==> config.mk <==
export PLATFORM = sky130hd
export DESIGN_NAME = fbrc_down_sync
export DESIGN_NICKNAME = d
export VERILOG_FILES = /design/src/rtl/fbrc_down_sync.sv
export SDC_FILE = /design/constraint.sdc
export NUM_CORES = 1
export LEC_CHECK = 0
export CORE_AREA = 2 2 39 41
export DETAILED_ROUTE_END_ITERATION = 16
export DIE_AREA = 0 0 41 43
export RECOVER_POWER = 50
export SYNTH_ARGS = -nofsm -noshare
export SYNTH_HDL_FRONTEND = slang
export SYNTH_SLANG_ARGS = --single-unit
==> constraint.sdc <==
create_clock -name clk -period 1.1 [get_ports clk]
set_clock_uncertainty 0.2 [all_clocks]
set_input_delay 0.11 -clock clk [delete_from_list [all_inputs] [get_ports clk]]
set_output_delay 0.11 -clock clk [all_outputs]
set_load 0.005 [all_outputs]
==> src/rtl/fbrc_down_sync.sv <==
//------------------------------------------------------------------------------
// Module   : fbrc_down_sync
// Brief    : WIDTH-bit synchronous down counter with a toggle-enable chain,
//            parallel load, cascadable terminal count and sticky underflow.
// Revision : 1.0 - initial release
//------------------------------------------------------------------------------
`default_nettype none

module fbrc_down_sync #(
    parameter int WIDTH = 4
) (
    input  logic             clk,
    input  logic             reset,
    input  logic             en,
    input  logic             load,
    input  logic [WIDTH-1:0] d,
    output logic [WIDTH-1:0] q,
    output logic             tc,
    output logic             uflow
);

    logic [WIDTH-1:0] r_q;
    logic             r_uflow;
    logic [WIDTH-1:0] w_zero_below;
    logic [WIDTH-1:0] w_tog;
    logic             w_all_zero;

    // w_zero_below[i] is high when every bit below i is zero, so bit i borrows.
    assign w_zero_below[0] = 1'b1;

    generate
        for (genvar i = 1; i < WIDTH; i++) begin : g_chain
            assign w_zero_below[i] = w_zero_below[i-1] & ~r_q[i-1];
        end
    endgenerate

    assign w_tog      = {WIDTH{en}} & w_zero_below;
    assign w_all_zero = w_zero_below[WIDTH-1] & ~r_q[WIDTH-1];

    always_ff @(posedge clk) begin
        if (reset) begin
            r_q     <= '0;
            r_uflow <= 1'b0;
        end else if (load) begin
            r_q     <= d;
            r_uflow <= 1'b0;
        end else begin
            r_q <= r_q ^ w_tog;
            if (en && w_all_zero) begin
                r_uflow <= 1'b1;
            end
        end
    end

    assign q     = r_q;
    assign uflow = r_uflow;
    assign tc    = en & w_all_zero;

endmodule

`default_nettype wire

; ---- After elaboration in Yosys (flattened, before gate mapping)
; Index checks and enable logic that the tools add are counted.
[totals]
elab_cells = 15
inputBits = 8
out_inout_bits = 6
regBits = 5
[op_classes]
mux = 1
bitwise = 10
n_reduce_logical = 2
[ops]
columns = op, count
row1 = 1-bit bitwise AND, 4
row2 = 4-bit bitwise AND, 1
row3 = 4-bit two-way mux, 1
row4 = 1-bit NOT, 4
row5 = 4-bit XOR, 1
row6 = 2-bit OR reduction, 1
row7 = 1-bit logical AND, 1

; ---- Logic depth before layout (Yosys ltp)
; Gate-level depths: netlist of run 1.
[logic_depth]
ltp_word = 6
ltp_mapped = 5
mapped_depth_nobuf = 5

; ---- Worst setup path after synthesis of run 1
; Ideal clock, no wire load.
[synth_path]
path_type = register to register
startpoint = reg r_q[0] (netlist: q[0])
endpoint = reg r_q[3] (netlist: q[3])
setup_slack_ns = -0.153
n_path_buf = 0
path_stages_with_launch = 4
t_required_ns = 0.780
t_arrival_ns = 0.934
synth_period_minus_slack_ns = 1.253
setup_ns = 0.120
cell_sequence = dfxtp_1 -> nor4b_4 -> nor2b_1 -> o31a_1
[synth_via]
elab_chain_cells = 6
[synth_lines]
columns = element, line_no
row1 = from (decl), 22  ; logic [WIDTH-1:0] r_q;
row2 = from (signal assigned), 48  ; r_q <= r_q ^ w_tog;
row3 = 1-bit NOT, 33  ; assign w_zero_below[i] = w_zero_below[i-1] & ~r_q[i-1];
row4 = 1-bit bitwise AND (2 in series), 33
row5 = 4-bit bitwise AND, 37  ; assign w_tog = {WIDTH{en}} & w_zero_below;
row6 = 4-bit XOR, 48
row7 = 4-bit two-way mux, 44  ; end else if (load) begin
; No other way between the ends.
; A chain may end at the register's enable or synchronous reset.

; ---- Worst setup path in the final report of run 1
[layout_path]
startpoint = reg r_q[2] (netlist: q[2])
endpoint = out tc
[layout_via]
elab_chain_cells = 4
[layout_lines]
columns = element, line_no
row1 = 1-bit NOT, 33
row2 = 1-bit bitwise AND, 33
row3 = 1-bit bitwise AND, 38  ; assign w_all_zero = w_zero_below[WIDTH-1] & ~r_q[WIDTH-1];
row4 = 1-bit bitwise AND, 57  ; assign tc = en & w_all_zero;
row5 = to (decl), 18  ; output logic tc,
; No other way between the ends.

==> run summary, run 1 <==
Worst Tran Pin Value -> 0.402 ns
Slew headroom -> 0.731
Post-route insts no fill -> 66
Post-route worst setup slack -> -0.392 ns
Synth top cells by count -> dfxtp_1, nor2_1, inv_1
Router iterations before antenna repair -> 2
Yosys Warn Count -> 0
Power density over the cells -> 1150 mW/mm^2
Die area -> 0.00176 sq mm
First-pass GRT wire length -> 1090 microns
Post-Syn Instances -> 27
Worst setup EP type -> output port
CTS tree -> yes
Required arrival time at the worst endpoint -> 0.79 ns
Total CTS buffers -> 3
Number of flops mapped to enable cells by yosys -> 0
Main flop type after synthesis -> dfxtp_1
All-layer global routing usage -> 0.0988
Ranking of synthesized cells by area -> dfxtp_1, nor4b_4, nor2_1
Crit path kind -> flop to output port
Final WL -> 675 microns
Area grow syn2layout -> 104%
CP arrival -> 1.18 ns
Worst slack, placed -> -0.773 ns
Pleak -> 0.237 nW
Status -> complete, but fails checks
Worst VDD drop -> 0.686 mV
Max FO, Critical Path -> 2
H-tree levels -> 1
Syn Area/Cell -> 9.55 sq um
Row cnt -> 14
Cell taking the most area after synthesis -> dfxtp_1
Register area share after synthesis -> 0.388
GRT overflow -> 0
Pin count of the biggest net entering global routing -> 9
Top cell type's share of synthesized area -> 0.388
Share of cells above drive strength 1 -> 0.560
Placed wire-length estimate -> 482 microns
Worst Hold Class -> primary input to flop
Vias per inst -> 4.23
Final worst-path cycle share -> 1.36
Nets -> 60
Cell count after placement -> 61
TritonCTS Sinks -> 5
DR vias -> 279
CTS max path bufs -> 2
Startpoint types -> flop
Worst skew pair latency -> 0.24 ns
Die Y-Extent -> 43 microns
DR DRC count -> 0
Area of the mapped netlist -> 258 sq um
CTS root buf -> clkbuf_4
Post-route ant nets -> 0
RSZ-0062 raised after global routing -> true
I/O Buffers -> 13
1st-iter DRT viols -> 3
Final TNS setup -> -1.49 ns
Antenna violations before repair -> 0
Ys async rst share -> 0
Final Cell Area -> 527 sq um
I/O pin count -> 14
Hold Vio Cnt, Final -> 0
Ant. Diodes -> 0
Failing checks -> setup timing
Fin crit period -> 1.49 ns
Fin. max-slew vios -> 0
Synthesized netlist net count -> 36
GP Congestion -> 0.656
Total of max-cap violations -> 0
WL/cell -> 10.2 microns
Final core occ -> 0.381
Synth cell types -> 15
DIE WIDTH -> 41 microns
Core footprint -> 0.00138 sq mm
Worst-path clk slew -> 0.04 ns
#FFs+latches synth -> 5
Achievable Freq -> 0.670 GHz
Final setup violation count -> 9
Starting density of the core -> 0.186
Vias in the first global route -> 287
Placed inst area -> 458 sq um
registers in the layout, indices dropped and copies added (netlist names):
name / flops
q: 4
uflow: 1
timing repair:
item                                    CTS  global route
buffers inserted                          2             0
hold buffers                              0             0
gates resized for setup                  31             8
pin swaps                                 1             3
endpoints found under the setup margin   11            11
worst paths after layout:
kind              start    end  slack [ns]  cells past startpoint
setup / recovery   q[2]     tc       -0.39                      3
hold / removal     d[2]   q[2]        0.23                      3
setup reg to reg   q[2]   q[3]       -0.30                      4
hold reg to reg   uflow  uflow        0.27                      1
cell families (layout without fill, tap and decap cells):
| kind of cell | count (synthesis) | count (layout) | synth area share |
|---|---|---|---|
| compound gates | 6 | 6 | 0.189 |
| fa+ha+maj | 1 | 1 | 0.0485 |
| mux | 1 | 1 | 0.0388 |
| buf+inv | 5 | 28 | 0.0728 |
| xor+xnor | 1 | 1 | 0.0340 |
| flops | 5 | 5 | 0.388 |
| simple gates | 8 | 8 | 0.228 |
stage by stage:
step | hold slack [ns] | total power [mW]
2_1_floorplan | -0.0312 | 0.273
6_report | 0.234 | 0.606
4_1_cts | 0.241 | 0.608
5_1_grt | 0.251 | 0.649
3_3_place_gp | 0.252 | 0.367
3_5_place_dp | 0.259 | 0.368
critical path, stage by stage, from the launching register on:
cell	delay, ns
dfxtp_2	0.33
nor4b_4	0.32
and2b_4	0.20
buf_6	0.09
power breakdown:
part           internal, mW  leakage, nW  switching, mW  total, mW
registers             0.198       0.0428         0.0136      0.212
logic                 0.120        0.179         0.0636      0.184
clock network         0.137       0.0150         0.0737      0.211
total                 0.456        0.237          0.151      0.606
layer usage:
layer | routed length, microns | share of wire | global-route usage | up-vias
met1 | 264 | 0.39 | 0.101 | 127
met4 | 11 | 0.016 | 0.0600 | 0
met3 | 65 | 0.096 | 0.0628 | 3
met2 | 334 | 0.49 | 0.144 | 13
li1 | - | - | - | 136
met5 | 0 | 0 | 0 | -
placed cells by master (no fill, tap or decap), drive strengths merged, types with 2 or more instances in the layout:
cell type	count
a21oi	2
inv	4
nor2	5
dfxtp	5
clkdlybuf4s50	7
clkbuf	5
buf	12
layout make-up:
class,count,area [sq um]
Multi-Input combinational cell,17,160
Inverter,4,17.5
Timing Repair Buffer,20,195
Tap cell,16,20.0
Clock buffer,4,26.3
Fill cell,144,857
Sequential cell,5,108
Note: power is estimated with default switching activity, not from simulation.
==> run 2, diff against run 1 <==
--- a/config.mk
+++ b/config.mk
@@ -9,6 +9,7 @@
 export DETAILED_ROUTE_END_ITERATION = 16
 export DIE_AREA = 0 0 41 43
 export RECOVER_POWER = 50
+export SKIP_LAST_GASP = 1
 export SYNTH_ARGS = -nofsm -noshare
 export SYNTH_HDL_FRONTEND = slang
 export SYNTH_SLANG_ARGS = --single-unit
==> run 2 against run 1 <==
Effect of this change:
- the run still ends with setup timing left
- critical path depth unchanged
- flip-flop and latch count unchanged
- non-clock buffer count unchanged
- critical endpoint unchanged
==> run summary, run 2 (synthesized netlist as in run 1, its figures left out) <==
DR vias -> 277 (was 279)
Crit path kind -> flop to output port (unchanged)
Failing checks -> setup timing (unchanged)
Hold Vio Cnt, Final -> 0 (unchanged)
M2 GR Usage -> 0.144 (unchanged)
I/O pin count -> 14 (unchanged)
Max FO, Critical Path -> 2 (unchanged)
TritonCTS Sinks -> 5 (unchanged)
Total CTS buffers -> 3 (unchanged)
Power density over the cells -> 1150 mW/mm^2 (about the same)
Worst Tran Pin Value -> 0.379 ns (was 0.402 ns)
Core footprint -> 0.00138 sq mm (unchanged)
M3 GR Usage -> 0.0628 (unchanged)
CTS tree -> yes (unchanged)
GRT overflow -> 0 (unchanged)
Ant. Diodes -> 0 (unchanged)
Post-route ant nets -> 0 (unchanged)
Pin count of the biggest net entering global routing -> 9 (unchanged)
Area grow syn2layout -> 103% (was 104%)
Worst skew pair latency -> 0.24 ns (about the same)
Required arrival time at the worst endpoint -> 0.79 ns (about the same)
Die area -> 0.00176 sq mm (unchanged)
Fin. max-slew vios -> 0 (unchanged)
Max reg flops -> 4 (unchanged)
Share of cells above drive strength 1 -> 0.540 (was 0.560)
Nets -> 60 (unchanged)
H-tree levels -> 1 (unchanged)
Worst r2r dst -> q[3] (unchanged)
Fin crit period -> 1.49 ns (about the same)
R2r startpoint -> q[2] (unchanged)
GRT met1 Usage -> 0.101 (unchanged)
Startpoint types -> flop (unchanged)
DIE WIDTH -> 41 microns (unchanged)
Final setup violation count -> 9 (unchanged)
First-pass GRT wire length -> 1080 microns (was 1090 microns)
Placed wire-length estimate -> 482 microns (unchanged)
Hold Crit Start -> d[2] (unchanged)
Leading cell types in the layout, fill and taps excluded -> buf_6, clkdlybuf4s50_1, nor2_1, buf_4 (was buf_6, clkdlybuf4s50_1, buf_4)
CP arrival -> 1.18 ns (about the same)
Post-route worst setup slack -> -0.392 ns (about the same)
Pleak -> 0.236 nW (was 0.237 nW)
DR DRC count -> 0 (unchanged)
Starting density of the core -> 0.186 (unchanged)
Register area -> 108 sq um (unchanged)
Final hold slack -> 0.235 ns (was 0.234 ns)
Worst VDD drop -> 0.690 mV (was 0.686 mV)
Status -> complete, but fails checks (unchanged)
Vias in the first global route -> 284 (was 287)
I/O Buffers -> 13 (unchanged)
Hold path cells -> 3 (unchanged)
Total of max-cap violations -> 0 (unchanged)
Hold EP -> q[2] (unchanged)
Final core occ -> 0.379 (was 0.381)
Vias per inst -> 4.20 (was 4.23)
1st-iter DRT viols -> 3 (unchanged)
Most common cell after layout, fill and taps aside -> buf_6 (unchanged)
Final TNS setup -> -1.50 ns (was -1.49 ns)
GP Congestion -> 0.656 (unchanged)
Worst setup EP type -> output port (unchanged)
Hold Buf Count CTS -> 0 (unchanged)
Row cnt -> 14 (unchanged)
All-layer global routing usage -> 0.0988 (unchanged)
R2R depth -> 4 (unchanged)
Final worst-path cycle share -> 1.36 (about the same)
Worst R2R Setup Slack -> -0.29 ns (was -0.30 ns)
Achievable Freq -> 0.670 GHz (about the same)
Die Y-Extent -> 43 microns (unchanged)
Total Power -> 0.605 mW (was 0.606 mW)
Gr busiest metal -> met2 (unchanged)
CTS root buf -> clkbuf_4 (unchanged)
Footprint of the multi-input gates -> 158 sq um (was 160 sq um)
Worst-path clk slew -> 0.04 ns (about the same)
RSZ-0062 raised after global routing -> true (unchanged)
WL/cell -> 10.3 microns (was 10.2 microns)
Router iterations before antenna repair -> 2 (unchanged)
Antenna violations before repair -> 0 (unchanged)
Worst Hold Class -> primary input to flop (unchanged)
CTS max path bufs -> 2 (unchanged)
Fillers -> 144 (unchanged)
Final WL -> 681 microns (was 675 microns)
Slew headroom -> 0.747 (was 0.731)
run 2: cell types whose count changed in the layout (fill, tap and decap cells not counted):
cell    delta
nor2_1     +1
nor2_2     -1
run 2: final cells by class:
class,instances,area share
repair buffers,20,0.372
well taps,16,0.0382
clock buffers,4,0.0501
multi-input cells,17,0.301
flip-flops and latches,5,0.205
inverters,4,0.0334
run 2: worst max path at each step:
stage          from  endpoint  slack [ns]  cells after the start
2_1_floorplan  q[2]      q[3]       -0.13                      3
3_3_place_gp     en        tc       -0.74                      4
3_5_place_dp     en        tc       -0.77                      4
4_1_cts        q[0]        tc       -0.41                      3
5_1_grt        q[2]        tc       -0.44                      3
6_report       q[2]        tc       -0.39                      3
run 2: report_power, final:
part / total [mW] / switching (mW) / internal (mW)
registers: 0.212 / 0.0135 / 0.198
logic: 0.182 / 0.0628 / 0.120
clock network: 0.211 / 0.0737 / 0.137
total: 0.605 / 0.150 / 0.455
run 2: routing by layer:
layer / wire length, microns / up-vias / part of all wire
met3: 65 / 3 / 0.095
met4: 11 / 0 / 0.016
met1: 266 / 125 / 0.39
met5: 0 / - / 0
met2: 337 / 13 / 0.49
li1: - / 136 / -
run 2: timing repair:
action | 4_1_cts | 5_1_grt
gates resized for setup | 30 | 8
buffers inserted | 2 | 0
gates cloned | 0 | 0
pin swaps | 1 | 3
setup endpoints to repair | 11 | 11
run 2: per-stage QoR:
| step | instance area [sq um] | cells | setup slack (ns) |
|---|---|---|---|
| after floorplan | 267 | 27 | -0.126 |
| after global placement | 458 | 61 | -0.739 |
| after detailed placement | 458 | 61 | -0.773 |
| after CTS | 512 | 67 | -0.411 |
| after global routing | 524 | 66 | -0.437 |
| final | 524 | 66 | -0.392 |
run 2: worst max-delay path: stages, from the launching register on:
cell     delay, ns
dfxtp_2       0.33
nor4b_4       0.32
and2b_4       0.20
buf_6         0.09
